==> src/rtl/nested_int_ctrl_if.sv <==
// Interrupt controller <-> CPU bundle: raw requests, masks, accept/return strobes and presentation.
// Latency: n/a (wires only).
// Backpressure: none; a presented interrupt is held until the CPU accepts it with int_ack.
interface nested_int_ctrl_if #(
    parameter int unsigned N_CH   = 3,
    parameter int unsigned ADDR_W = 32
);
    localparam int unsigned ID_W    = (N_CH > 1) ? $clog2(N_CH) : 1;
    localparam int unsigned DEPTH_W = $clog2(N_CH + 1);

    // Request side
    logic [N_CH-1:0]    inter;
    logic [N_CH-1:0]    int_en;
    logic               gie;
    logic               int_ack;
    logic               eret;

    // Presentation side
    logic               int_req;
    logic [ID_W-1:0]    int_id;
    logic [ADDR_W-1:0]  int_vec;
    logic [N_CH-1:0]    inter_running;
    logic [DEPTH_W-1:0] nest_depth;

    // CPU / environment view
    modport master (
        output inter, int_en, gie, int_ack, eret,
        input  int_req, int_id, int_vec, inter_running, nest_depth
    );

    // Controller view
    modport slave (
        input  inter, int_en, gie, int_ack, eret,
        output int_req, int_id, int_vec, inter_running, nest_depth
    );
endinterface

==> src/rtl/nested_int_ctrl.sv <==
// Nested, fixed-priority interrupt controller with edge-triggered requests and an in-service stack.
// Latency: an input edge is registered on one clock and presented combinationally right after that edge.
// Backpressure: none; pending requests wait (no queueing of repeats) until acked and higher than cur_pri.
module nested_int_ctrl #(
    parameter int unsigned       N_CH       = 3,
    parameter int unsigned       ADDR_W     = 32,
    parameter logic [ADDR_W-1:0] VEC_BASE   = ADDR_W'(32'h0000_0100),
    parameter logic [ADDR_W-1:0] VEC_STRIDE = ADDR_W'(32'h0000_0040)
) (
    input  logic               clk,
    input  logic               clr,
    nested_int_ctrl_if.slave   bus
);
    localparam int unsigned ID_W    = (N_CH > 1) ? $clog2(N_CH) : 1;
    localparam int unsigned DEPTH_W = $clog2(N_CH + 1);

    // State
    logic [N_CH-1:0]    inter_q,   inter_d;     // previous sample of the raw request lines
    logic [N_CH-1:0]    pending_q, pending_d;   // latched edges awaiting acceptance
    logic [N_CH-1:0]    running_q, running_d;   // in-service bits (one per nesting level)
    logic [DEPTH_W-1:0] depth_q,   depth_d;     // popcount of running_q, tracked incrementally

    // Combinational decode
    logic [N_CH-1:0]    rise;
    logic [N_CH-1:0]    eligible;
    logic               cand_vld;
    logic [ID_W-1:0]    cand_idx;
    logic               run_vld;
    logic [ID_W-1:0]    run_idx;
    logic               int_req;
    logic               ack_take;
    logic               eret_take;

    // Rising-edge detect against the registered copy of each request line
    assign rise     = bus.inter & ~inter_q;
    assign eligible = pending_q & bus.int_en;

    // Highest eligible pending channel (later iterations override, so highest index wins)
    always_comb begin
        cand_vld = 1'b0;
        cand_idx = '0;
        for (int i = 0; i < N_CH; i++) begin
            if (eligible[i]) begin
                cand_vld = 1'b1;
                cand_idx = ID_W'(i);
            end
        end
    end

    // Current priority level: highest in-service channel; run_vld=0 stands for "-1"
    always_comb begin
        run_vld = 1'b0;
        run_idx = '0;
        for (int i = 0; i < N_CH; i++) begin
            if (running_q[i]) begin
                run_vld = 1'b1;
                run_idx = ID_W'(i);
            end
        end
    end

    // Present only a strictly higher-priority candidate, and only with interrupts globally enabled
    always_comb begin
        int_req = bus.gie & cand_vld & (~run_vld | (cand_idx > run_idx));
    end

    assign bus.int_req       = int_req;
    assign bus.int_id        = int_req ? cand_idx : '0;
    assign bus.int_vec       = int_req ? (VEC_BASE + ADDR_W'(cand_idx) * VEC_STRIDE) : '0;
    assign bus.inter_running = running_q;
    assign bus.nest_depth    = depth_q;

    // Next-state: eret pops the top level, ack pushes the presented channel, new edges set pending last
    always_comb begin
        inter_d   = bus.inter;
        pending_d = pending_q;
        running_d = running_q;

        // int_req is the pre-edge view, so an ack in the same cycle as eret still uses it
        ack_take  = bus.int_ack & int_req;
        eret_take = bus.eret & run_vld;

        // The acked channel is always above run_idx, so pop and push never touch the same bit
        if (eret_take) begin
            running_d[run_idx] = 1'b0;
        end
        if (ack_take) begin
            running_d[cand_idx] = 1'b1;
            pending_d[cand_idx] = 1'b0;
        end

        // A fresh edge beats a same-cycle ack of that channel
        pending_d = pending_d | rise;

        // Push and pop each move depth by one; eret with nothing in service is ignored, so no underflow
        depth_d = depth_q + DEPTH_W'(ack_take) - DEPTH_W'(eret_take);
    end

    // State registers; reset drops all pending and in-service state
    always_ff @(posedge clk or negedge clr) begin
        if (!clr) begin
            inter_q   <= '0;
            pending_q <= '0;
            running_q <= '0;
            depth_q   <= '0;
        end else begin
            inter_q   <= inter_d;
            pending_q <= pending_d;
            running_q <= running_d;
            depth_q   <= depth_d;
        end
    end

endmodule

==> src/flat_wrapper.sv <==
// flat-port wrapper written by rule: the top's interface ports become plain ports
module nested_int_ctrl_flat 
#(
    parameter int unsigned       N_CH       = 3,
    parameter int unsigned       ADDR_W     = 32,
    parameter logic [ADDR_W-1:0] VEC_BASE   = ADDR_W'(32'h0000_0100),
    parameter logic [ADDR_W-1:0] VEC_STRIDE = ADDR_W'(32'h0000_0040)
)
  (clk, clr, bus_inter, bus_int_en, bus_gie, bus_int_ack, bus_eret, bus_int_req, bus_int_id, bus_int_vec, bus_inter_running, bus_nest_depth);
  nested_int_ctrl_if #(.N_CH(N_CH), .ADDR_W(ADDR_W)) bus_i ();
  input  logic clk;
  input  logic clr;
  input wire logic [$bits(bus_i.inter)-1:0] bus_inter;
  input wire logic [$bits(bus_i.int_en)-1:0] bus_int_en;
  input wire logic [$bits(bus_i.gie)-1:0] bus_gie;
  input wire logic [$bits(bus_i.int_ack)-1:0] bus_int_ack;
  input wire logic [$bits(bus_i.eret)-1:0] bus_eret;
  output wire logic [$bits(bus_i.int_req)-1:0] bus_int_req;
  output wire logic [$bits(bus_i.int_id)-1:0] bus_int_id;
  output wire logic [$bits(bus_i.int_vec)-1:0] bus_int_vec;
  output wire logic [$bits(bus_i.inter_running)-1:0] bus_inter_running;
  output wire logic [$bits(bus_i.nest_depth)-1:0] bus_nest_depth;
  assign bus_i.inter = bus_inter;
  assign bus_i.int_en = bus_int_en;
  assign bus_i.gie = bus_gie;
  assign bus_i.int_ack = bus_int_ack;
  assign bus_i.eret = bus_eret;
  assign bus_int_req = bus_i.int_req;
  assign bus_int_id = bus_i.int_id;
  assign bus_int_vec = bus_i.int_vec;
  assign bus_inter_running = bus_i.inter_running;
  assign bus_nest_depth = bus_i.nest_depth;
  nested_int_ctrl #(.N_CH(N_CH), .ADDR_W(ADDR_W), .VEC_BASE(VEC_BASE), .VEC_STRIDE(VEC_STRIDE)) u_core (.clk(clk), .clr(clr), .bus(bus_i));
endmodule
==> config.mk <==
export PLATFORM = sky130hd
export DESIGN_NAME = nested_int_ctrl_flat
export DESIGN_NICKNAME = d
export VERILOG_FILES = /design/src/rtl/nested_int_ctrl_if.sv /design/src/rtl/nested_int_ctrl.sv /design/src/flat_wrapper.sv
export SDC_FILE = /design/constraint.sdc
export NUM_CORES = 1
export LEC_CHECK = 0
export CAP_MARGIN = 5
export CORE_UTILIZATION = 35
export DETAILED_ROUTE_END_ITERATION = 8
export PLACE_DENSITY = 0.76
export SETUP_SLACK_MARGIN = 0.4
export SYNTH_ARGS = -nofsm -noshare
export SYNTH_HDL_FRONTEND = slang
export SYNTH_SLANG_ARGS = --single-unit
==> constraint.sdc <==
create_clock -name clk -period 3.8 [get_ports clk]
set_input_delay 1.14 -clock clk [delete_from_list [all_inputs] [get_ports clk]]
set_output_delay 1.14 -clock clk [all_outputs]
set_load 0.01 [all_outputs]
# Word-level counts from Yosys, hierarchy flattened
# Index checks and enable logic that the tools add are counted.
# W data, S select, Z words.
totals:
  regBits: 11
  latchBits: 0
  ram_bits: 0
  romBits: 0
  inputBits: 11
  out_inout_bits: 40
  word_cells: 48
  memories: 0
classes:
  add_sub_neg: 3
  multipliers: 0
  div_mod_pow: 0
  magnitude_cmp: 5
  eq_ne: 0
  n_shift: 0
  n_mux: 19
  bitwise_logic: 15
  reduce_logical: 2
ops:
  columns: ["operator", "n"]
  rows:
  - ["$mux W32", 1]
  - ["$and A3 B3 Y3", 4]
  - ["$add A9 B8 Y10 const A", 1]
  - ["$mux W1", 10]
  - ["$mux W3", 3]
  - ["$not A3 Y3", 3]
  - ["$lt A2 B3 Y1 const B", 2]
  - ["$mux W2", 3]
  - ["$or A3 B3 Y3", 2]
  - ["$and A1 B1 Y1", 4]
  - ["$demux W1 S2", 2]
  - ["$ge A2 B1 Y1 const B", 2]
  - ["$add A2 B1 Y2", 1]
  - ["$gt A2 B2 Y1", 1]
  - ["$logic_and A1 B1 Y1", 2]
  - ["$sub A2 B1 Y2", 1]
  - ["$not A1 Y1", 1]
  - ["$or A1 B1 Y1", 1]

# Logic depth before layout (Yosys ltp)
depth:
  ltp_word: 11
  mapped_depth: 10
  mapped_depth_nobuf: 10

# Worst setup path after synthesis
# Ideal clock, no wire load.
synth_path:
  path_kind: "in2out"
  start: "in bus_int_en[2]"
  end: "out bus_int_vec[8]"
  arrival_time_ps: 2379
  required_ps: 2660
  path_slack_ps: 281
  cell_stages: 8
  path_buffers: 1
  path_cell_list: "nand2_1 nand3_1 ha_1 nand2_1 o21a_1 o21ai_0 a21oi_1 buf_4"
synth_via:
  elab_chain_len: 6
  elab_cells_between_ends: 9
  classes_between: "1 x add/sub; 1 x order compare; 3 x mux; 4 x bitwise"
synth_lines:
  columns: ["item", "line_no", "source"]
  rows:
  - ["from (decl)", "flat_wrapper.sv:14", "input wire logic [$bits(bus_i.int_en)-1:0] bus_int_en;"]
  - ["$and A3 B3 Y3 (*)", "nested_int_ctrl.sv:36", "assign eligible = pending_q & bus.int_en;"]
  - ["$mux W2", "nested_int_ctrl.sv:43", "if (eligible[i]) begin"]
  - ["$gt A2 B2 Y1", "nested_int_ctrl.sv:64", "int_req = bus.gie & cand_vld & (~run_vld | (cand_idx > run_idx));"]
  - ["$or A1 B1 Y1", "nested_int_ctrl.sv:64", null]
  - ["$and A1 B1 Y1 (*)", "nested_int_ctrl.sv:64", null]
  - ["via bus_int_req", "flat_wrapper.sv:18", "output wire logic [$bits(bus_i.int_req)-1:0] bus_int_req;"]
  - ["$mux W32 (*)", "nested_int_ctrl.sv:69", "assign bus.int_vec = int_req ? (VEC_BASE + ADDR_W'(cand_idx) * VEC_STRIDE) : '0;"]
  - ["to (decl)", "flat_wrapper.sv:20", "output wire logic [$bits(bus_i.int_vec)-1:0] bus_int_vec;"]
# Mark *: on every way through the listed nets, which the timed path passes. The rest lies on a longest branch.

# Worst setup path in the final report
layout_path:
  start: "in bus_int_en[2]"
  end: "out bus_int_vec[7]"
layout_via:
  elab_chain_len: 6
  elab_cells_between_ends: 9
  classes_between: "1 x add/sub; 1 x order compare; 3 x mux; 4 x bitwise"
layout_lines:
  columns: ["item", "line_no"]
  rows:
  - ["$and A3 B3 Y3 (*)", "nested_int_ctrl.sv:36"]
  - ["branches (longest 4 deep; another with $add A9 B8 Y10)", null]
  - ["$mux W32 (*)", "nested_int_ctrl.sv:69"]
# Every way passes the cells marked *.

==> summary.md <==
| Metric | Value |
|---|---|
| Run status | `complete, no violations` |
| Placeable core region | `approximately 0.0022 mm^2` |
| Share of cell area taken by muxes after synthesis | `0%` |
| Width of the die | `50.2 um` |
| Endpoint arrival time on the critical path | `2.42 ns` |
| Mean number of vias per cell | `between 4 and 5` |
| Cell types occupying the most area after synthesis | `sky130_fd_sc_hd__dfrtp_1, sky130_fd_sc_hd__buf_4, sky130_fd_sc_hd__ha_1` |
| Mean post-synth cell area | `9.14 um^2` |
| Share of the cycle needed by the critical path after routing | `93.6%` |
| Row cnt | `17` |
| Final HPWL DP | `1.04 mm` |
| Die extent in y | `50.2 um` |
| 1st-pass router iterations | `4` |
| Hold Path Cell Cnt | `1` |
| Number of levels the H-tree was split into | `1` |
| Buffers from clock root to sink, at most | `2` |
| Clock period minus worst slack | `3.56 ns` |
| Hold EP | `u_core.pending_q[0]` |
| Leakage power | `0.539 nW` |
| Synthesized cell area | `813 um^2` |
| Drt first-iter violations | `4` |
| Share of final-layout standard cells stronger than drive strength 1 | `26.1%` |
| Clock network latency to the later pin of the worst-skew pair | `roughly 0.27 ns` |
| Global-route wire length before repair | `2.21 mm` |
| Library cells used by synthesis | `23` |
| Sequential fraction of the synthesis area | `between 30% and 40%` |
| Tightest Pin Transition | `approximately 0.50 ns` |
| Number of violations of the max-capacitance limit | `0` |
| Worst setup slack for register-to-register paths | `between 1.5 and 2 ns` |
| Final Total Pwr | `0.609 mW` |
| Number of endpoints failing setup at the final stage | `0` |
| Top-level I/O count | `51` |
| Critical R2R Capture | `u_core.bus.nest_depth[1]` |
| Final-stage net count | `135` |
| Final routed wire length divided by cell count | `10.2 um` |
| Number of CTS-inserted buffers | `3` |
| Share of flip-flops with an asynchronous set or reset after synthesis | `between 90% and 100%` |
| Maximum operating frequency | `about 280 MHz` |
| Cell type with the highest aggregate area in the netlist | `sky130_fd_sc_hd__dfrtp_1` |
| Remaining antenna violation count after routing | `0` |
| Post-route clock skew | `0.00162 ns` |
| Final cell utilization of the core | `49.5%` |
| Die footprint | `0.00252 mm^2` |
| # diodes | `0` |
| Worst-case vdd ir drop | `0.000239 V` |
| Basic-gate share of the synthesized area counting and, or, nand and nor cells | `11.2%` |
| Grt ovf | `0` |
| Area used by multi-input combinational logic | `445 um^2` |
| Final cell count without fillers | `147` |
| Post-synth EDFFs | `0` |
| Count of buffers inserted at the top-level ports | `21` |
| Type of origin of the critical path | `primary input` |
| Register bit count reported by yosys | `11` |
| Kind of path behind the tightest hold check | `reg2reg` |
| Share of the synthesized area in compound gates (AO/OA/AOI/OAI) | `12.5%` |
| Antenna violations before repair | `0` |
| Filler instances | `218` |
| Pin count of the biggest net entering global routing | `12` |
| Placed instance count | `136` |
| Via count of the first global-routing pass | `518` |
| Clk sinks | `11` |
| Gate count after technology mapping | `89` |
| Worst Reg-to-Reg Cells | `10` |
| Max-slew headroom | `approximately two thirds` |
| Post-synth top area share | `33.8%` |
| Hold Path Origin | `u_core.inter_q[0]` |
| Detailed-route wire length | `1.50 mm` |
| Capturing element type of the critical path | `output pin` |
| Final Hold Vio Count | `0` |
| Required arrival time at the worst endpoint | `~2.7 ns` |
| Crit Path Category | `in2out` |
| Root Driver | `sky130_fd_sc_hd__clkbuf_4` |
| CTS tree | `yes` |
| Placer Congestion | `0.818` |
| Most frequent cells after synthesis | `sky130_fd_sc_hd__buf_4, sky130_fd_sc_hd__dfrtp_1, sky130_fd_sc_hd__inv_1` |
| Pwr Density | `approximately 560 mW/mm^2` |
| Total GRT Usage | `approximately an eighth` |
| Number of design rule violations left after detail routing | `0` |
| Synth Area in XOR/XNOR | `2.15%` |
| Main combinational cell family by area after synthesis | `buffers and inverters` |
| Initial cell density of the core | `37.1%` |
| Vias | `599` |
| Critical-path maximum fanout | `3` |
| Ys Warns | `0` |
| Final number of max-transition violations | `0` |
| Unrepaired setup endpoints after global routing | `yes` |
| Reg-to-reg startpoint | `u_core.pending_q[2]` |
| Adder-cell share of the synthesized area | `6.15%` |
| Most instantiated library cell after synthesis | `sky130_fd_sc_hd__buf_4` |
| Register clock-pin slew on the reported worst setup and hold paths | `roughly 0.070 ns` |
| Area used by sequential logic in the layout | `275 um^2` |
| Synth Flop Type | `sky130_fd_sc_hd__dfrtp_1` |
| Area grow syn2layout | `33.4%` |
==> cell usage in the layout (no fill, tap or decap) <==
cell type | synthesis | final
sky130_fd_sc_hd__and2_4 | 1 | 1
sky130_fd_sc_hd__clkdlybuf4s50_1 | 0 | 13
sky130_fd_sc_hd__nor2b_1 | 3 | 2
sky130_fd_sc_hd__o2111ai_1 | 1 | 1
sky130_fd_sc_hd__o21ai_2 | 0 | 1
sky130_fd_sc_hd__clkdlybuf4s15_2 | 0 | 2
sky130_fd_sc_hd__nor3_4 | 1 | 1
sky130_fd_sc_hd__ha_1 | 4 | 2
sky130_fd_sc_hd__nand2_1 | 4 | 3
sky130_fd_sc_hd__buf_4 | 32 | 9
sky130_fd_sc_hd__xnor2_1 | 2 | 2
sky130_fd_sc_hd__nor2_1 | 3 | 3
sky130_fd_sc_hd__clkbuf_1 | 0 | 1
sky130_fd_sc_hd__conb_1 | 1 | 29
sky130_fd_sc_hd__a21o_1 | 1 | 1
sky130_fd_sc_hd__buf_2 | 0 | 4
sky130_fd_sc_hd__o21ai_0 | 3 | 2
sky130_fd_sc_hd__a21oi_4 | 0 | 1
sky130_fd_sc_hd__nand3_2 | 1 | 1
sky130_fd_sc_hd__o21a_1 | 1 | 1
sky130_fd_sc_hd__buf_6 | 0 | 1
sky130_fd_sc_hd__clkbuf_4 | 0 | 3
sky130_fd_sc_hd__ha_4 | 0 | 2
sky130_fd_sc_hd__a22oi_1 | 1 | 1
sky130_fd_sc_hd__a22o_1 | 2 | 2
sky130_fd_sc_hd__nand3_4 | 0 | 1
sky130_fd_sc_hd__inv_4 | 0 | 1
sky130_fd_sc_hd__nand2_8 | 0 | 1
sky130_fd_sc_hd__inv_1 | 9 | 8
sky130_fd_sc_hd__dfrtp_1 | 11 | 11
sky130_fd_sc_hd__a21oi_1 | 3 | 2
sky130_fd_sc_hd__or3_1 | 1 | 1
sky130_fd_sc_hd__a221o_1 | 1 | 1
sky130_fd_sc_hd__o22ai_1 | 2 | 2
sky130_fd_sc_hd__buf_8 | 0 | 1
sky130_fd_sc_hd__nor2b_4 | 0 | 1
==> stage by stage <==
stage | instance area [um^2] | hold WS (ns) | worst slack [ns] | TNS, ns
after detailed placement | 946 | 0.429 | -0.479 | -2.77
after floorplan | 926 | 0.409 | 0.369 | 0
final | 1080 | 0.439 | 0.243 | 0
after global routing | 1080 | 0.454 | 0.204 | 0
after global placement | 946 | 0.417 | -0.448 | -2.55
after CTS | 1070 | 0.436 | 0.252 | 0
==> how the worst max path moves through the flow <==
stage                  startpoint             end  slack (ns)  depth (start not counted)
finish              bus_int_en[2]  bus_int_vec[7]        0.24                         10
global route        bus_int_en[2]     bus_int_req        0.20                         10
CTS                 bus_int_en[2]     bus_int_req        0.25                         10
floorplan           bus_int_en[2]  bus_int_vec[7]        0.37                          8
detailed placement  bus_int_en[2]  bus_int_vec[8]       -0.48                          9
global placement    bus_int_en[2]     bus_int_req       -0.45                          9
==> state kept, by name (all words and copies together), names as in the netlist <==
signal	flops
u_core.bus.inter_running	3
u_core.bus.nest_depth	2
u_core.inter_q	3
u_core.pending_q	3
==> power by group <==
| group | switching, mW | internal [mW] | total (mW) |
|---|---|---|---|
| clock | 0.0392 | 0.0407 | 0.0799 |
| combinational | 0.159 | 0.186 | 0.345 |
| sequential | 0.0359 | 0.148 | 0.184 |
==> layer usage <==
| layer | GRT usage, % | up-vias | share of wire, % |
|---|---|---|---|
| li1 | - | 288 | - |
| met1 | 13.5 | 283 | 38 |
| met2 | 21.3 | 25 | 53 |
| met3 | 4.55 | 3 | 7.2 |
| met4 | 2.86 | 0 | 0.94 |
| met5 | 0 | - | 0 |
==> what timing repair did <==
action	4_1_cts	5_1_grt
resized for setup	41	4
pin swaps	7	4
hold buffers	0	0
setup endpoints to repair	6	6
buffers inserted	7	0
==> kinds of logic after synthesis <==
family	after synthesis
AOI/OAI and AO/OA	15
xor gates and xnor gates	2
adders and majority gates	4
buffers and inverters	41
DFF	11
other	1
and+or+nand+nor	15
==> worst max-delay path, cell delays in order <==
cell and delay [ns]:
sky130_fd_sc_hd__buf_8 0.09, sky130_fd_sc_hd__nand2_8 0.06, sky130_fd_sc_hd__buf_4 0.14, sky130_fd_sc_hd__buf_4 0.11
sky130_fd_sc_hd__buf_4 0.12, sky130_fd_sc_hd__buf_4 0.12, sky130_fd_sc_hd__buf_4 0.12, sky130_fd_sc_hd__buf_4 0.12
sky130_fd_sc_hd__nor2_1 0.15, sky130_fd_sc_hd__clkdlybuf4s15_2 0.24
==> area by class of cell <==
cell class | instances | share of cell area [%]
multi-input cells | 65 | 41.1
flip-flops and latches | 11 | 25.4
repair buffers | 30 | 24.6
inverters | 9 | 3.34
well taps | 28 | 3.23
clock buffers | 4 | 2.42
No activity file was read; power rests on OpenSTA's default activity.
==> variant (config.mk and constraints unchanged) <==
`N_CH` is set to 3 in 3 places; all go to 6.
--- a/src/rtl/nested_int_ctrl_if.sv
+++ b/src/rtl/nested_int_ctrl_if.sv
@@ -4,3 +4,3 @@
 interface nested_int_ctrl_if #(
-    parameter int unsigned N_CH   = 3,
+    parameter int unsigned N_CH   = 6,
     parameter int unsigned ADDR_W = 32
--- a/src/rtl/nested_int_ctrl.sv
+++ b/src/rtl/nested_int_ctrl.sv
@@ -4,3 +4,3 @@
 module nested_int_ctrl #(
-    parameter int unsigned       N_CH       = 3,
+    parameter int unsigned       N_CH       = 6,
     parameter int unsigned       ADDR_W     = 32,
--- a/src/flat_wrapper.sv
+++ b/src/flat_wrapper.sv
@@ -3,3 +3,3 @@
 #(
-    parameter int unsigned       N_CH       = 3,
+    parameter int unsigned       N_CH       = 6,
     parameter int unsigned       ADDR_W     = 32,
Ports: changed (5 resized); port bits go from 51 to 62. No check against the original RTL was run, so the function may have changed too.
==> variant against the original RTL <==
- worst setup slack got worse by 0.26 ns
- routed wire length increased by 100%
- final area increased by 81%
- largest cell class unchanged
- the flow now finishes with violations (negative setup slack)
- synthesized area increased by 69%
- critical path depth unchanged
- clock skew increased by 0.0015 ns
- power increased by 61%
- sequential cell count increased by 10
==> variant: results (changes against the original RTL) <==
Crit path max-delay family: compound AO/OA/AOI/OAI gates
Clk_skew: 0.00311 ns (+0.00149 ns)
Final setup vio count: 4 (+4)
Placed Instance Area: 1760 µm² (+86%)
R2r worst-path depth: 14 (+4)
Dpl ws: -0.886 ns (-0.407 ns)
Port-buffer cells: 33 (+57%)
R2r startpoint: u_core.bus.inter_running[2]$_DFF_PN0_
Arr. time, crit path: 2.67 ns (+0.25 ns)
Reg-to-reg endpoint: u_core.bus.nest_depth[2]$_DFF_PN0_
Pleak: 0.893 nW (+66%)
Initial DRC Count: 37 (+33)
Worst Hold Slack: 0.481 ns (+0.0423 ns)
Switch Pwr: 0.362 mW (+54%)
VDD IR-drop max: 0.336 mV (+40%)
Synth Area in XOR/XNOR: 1.27% (-0.88 points)
Compound-Gate Fraction of Synth Area: 16.4% (+4.0 points)
Setup slack after layout: -0.0148 ns (-0.258 ns)
Syn_area_per_cell: 9.44 µm² (+3.3%)
All-Layer GR Usage: 16.0% (+4.0 points)
Synth unique cells: 39 (+70%)
CTS root buf: clkbuf_8
Hold_sp: u_core.bus.nest_depth[2]$_DFF_PN0_
Routability Congestion: 0.895 (+9.4%)
Setup_tns: -0.0305 ns (-0.0305 ns)
Slew headroom: 39.1% (-28 points)
Worst hold endpoint: u_core.bus.nest_depth[2]$_DFF_PN0_
Reg2Reg Setup Slack: 0.81 ns (-0.94 ns)
Placed Instances: 233 (+71%)
Layout cells sized above 1: 34.6% (+8.6 points)
Status: finished with violations
Seq/Total Area, Yosys: 38.1% (+4.3 points)
Failing checks: negative setup slack
Post-synth top cells: buf_4, dfrtp_1, nor2_1
[variant: cell types whose count changed after synthesis, sizes merged, moves of 3 or more]
cell    change
o31ai       +6
dfrtp      +10
nor2b       +3
o21ai       +3
nor2        +9
nand2b      +4
nand2       +6
[variant: cell type report]
type / count / area, µm² / share of cell area, %
clock inverter: 1 / 5.00 / 0.256
multi-input combinational: 113 / 816 / 41.7
inverter: 7 / 26.3 / 1.34
timing repair buffer: 60 / 484 / 24.7
clock buffer: 3 / 41.3 / 2.11
tap: 48 / 60.1 / 3.07
sequential: 21 / 526 / 26.8
[variant: routing by layer]
metal	track usage [%]	share of wire, %	up-vias
met5	0	0	-
met4	3.61	1.5	0
met3	3.70	3.7	4
met2	28.8	52	37
met1	19.1	43	539
li1	-	-	568
[variant: worst max path at each step]
stage	end	cells past startpoint	from
6_report	bus_int_id[1]	10	bus_int_en[4]
5_1_grt	bus_int_id[1]	10	bus_int_en[4]
4_1_cts	bus_int_vec[8]	10	bus_int_en[4]
3_5_place_dp	bus_int_vec[8]	10	bus_int_en[4]
3_3_place_gp	bus_int_vec[8]	10	bus_int_en[4]
2_1_floorplan	bus_int_vec[6]	10	bus_int_en[4]
[variant: power groups by stage]
stage               sequential (mW)  combinational [mW]  clock (mW)
floorplan                     0.313               0.288           0
global placement              0.304               0.439           0
detailed placement            0.305               0.449           0
CTS                           0.301               0.511       0.146
global route                  0.309               0.595       0.163
finish                        0.303               0.539       0.142
[variant: what timing repair did]
item	4_1_cts	5_1_grt
gates resized for setup	64	5
buffers inserted	14	2
pin swaps	14	7
setup endpoints to repair	10	10
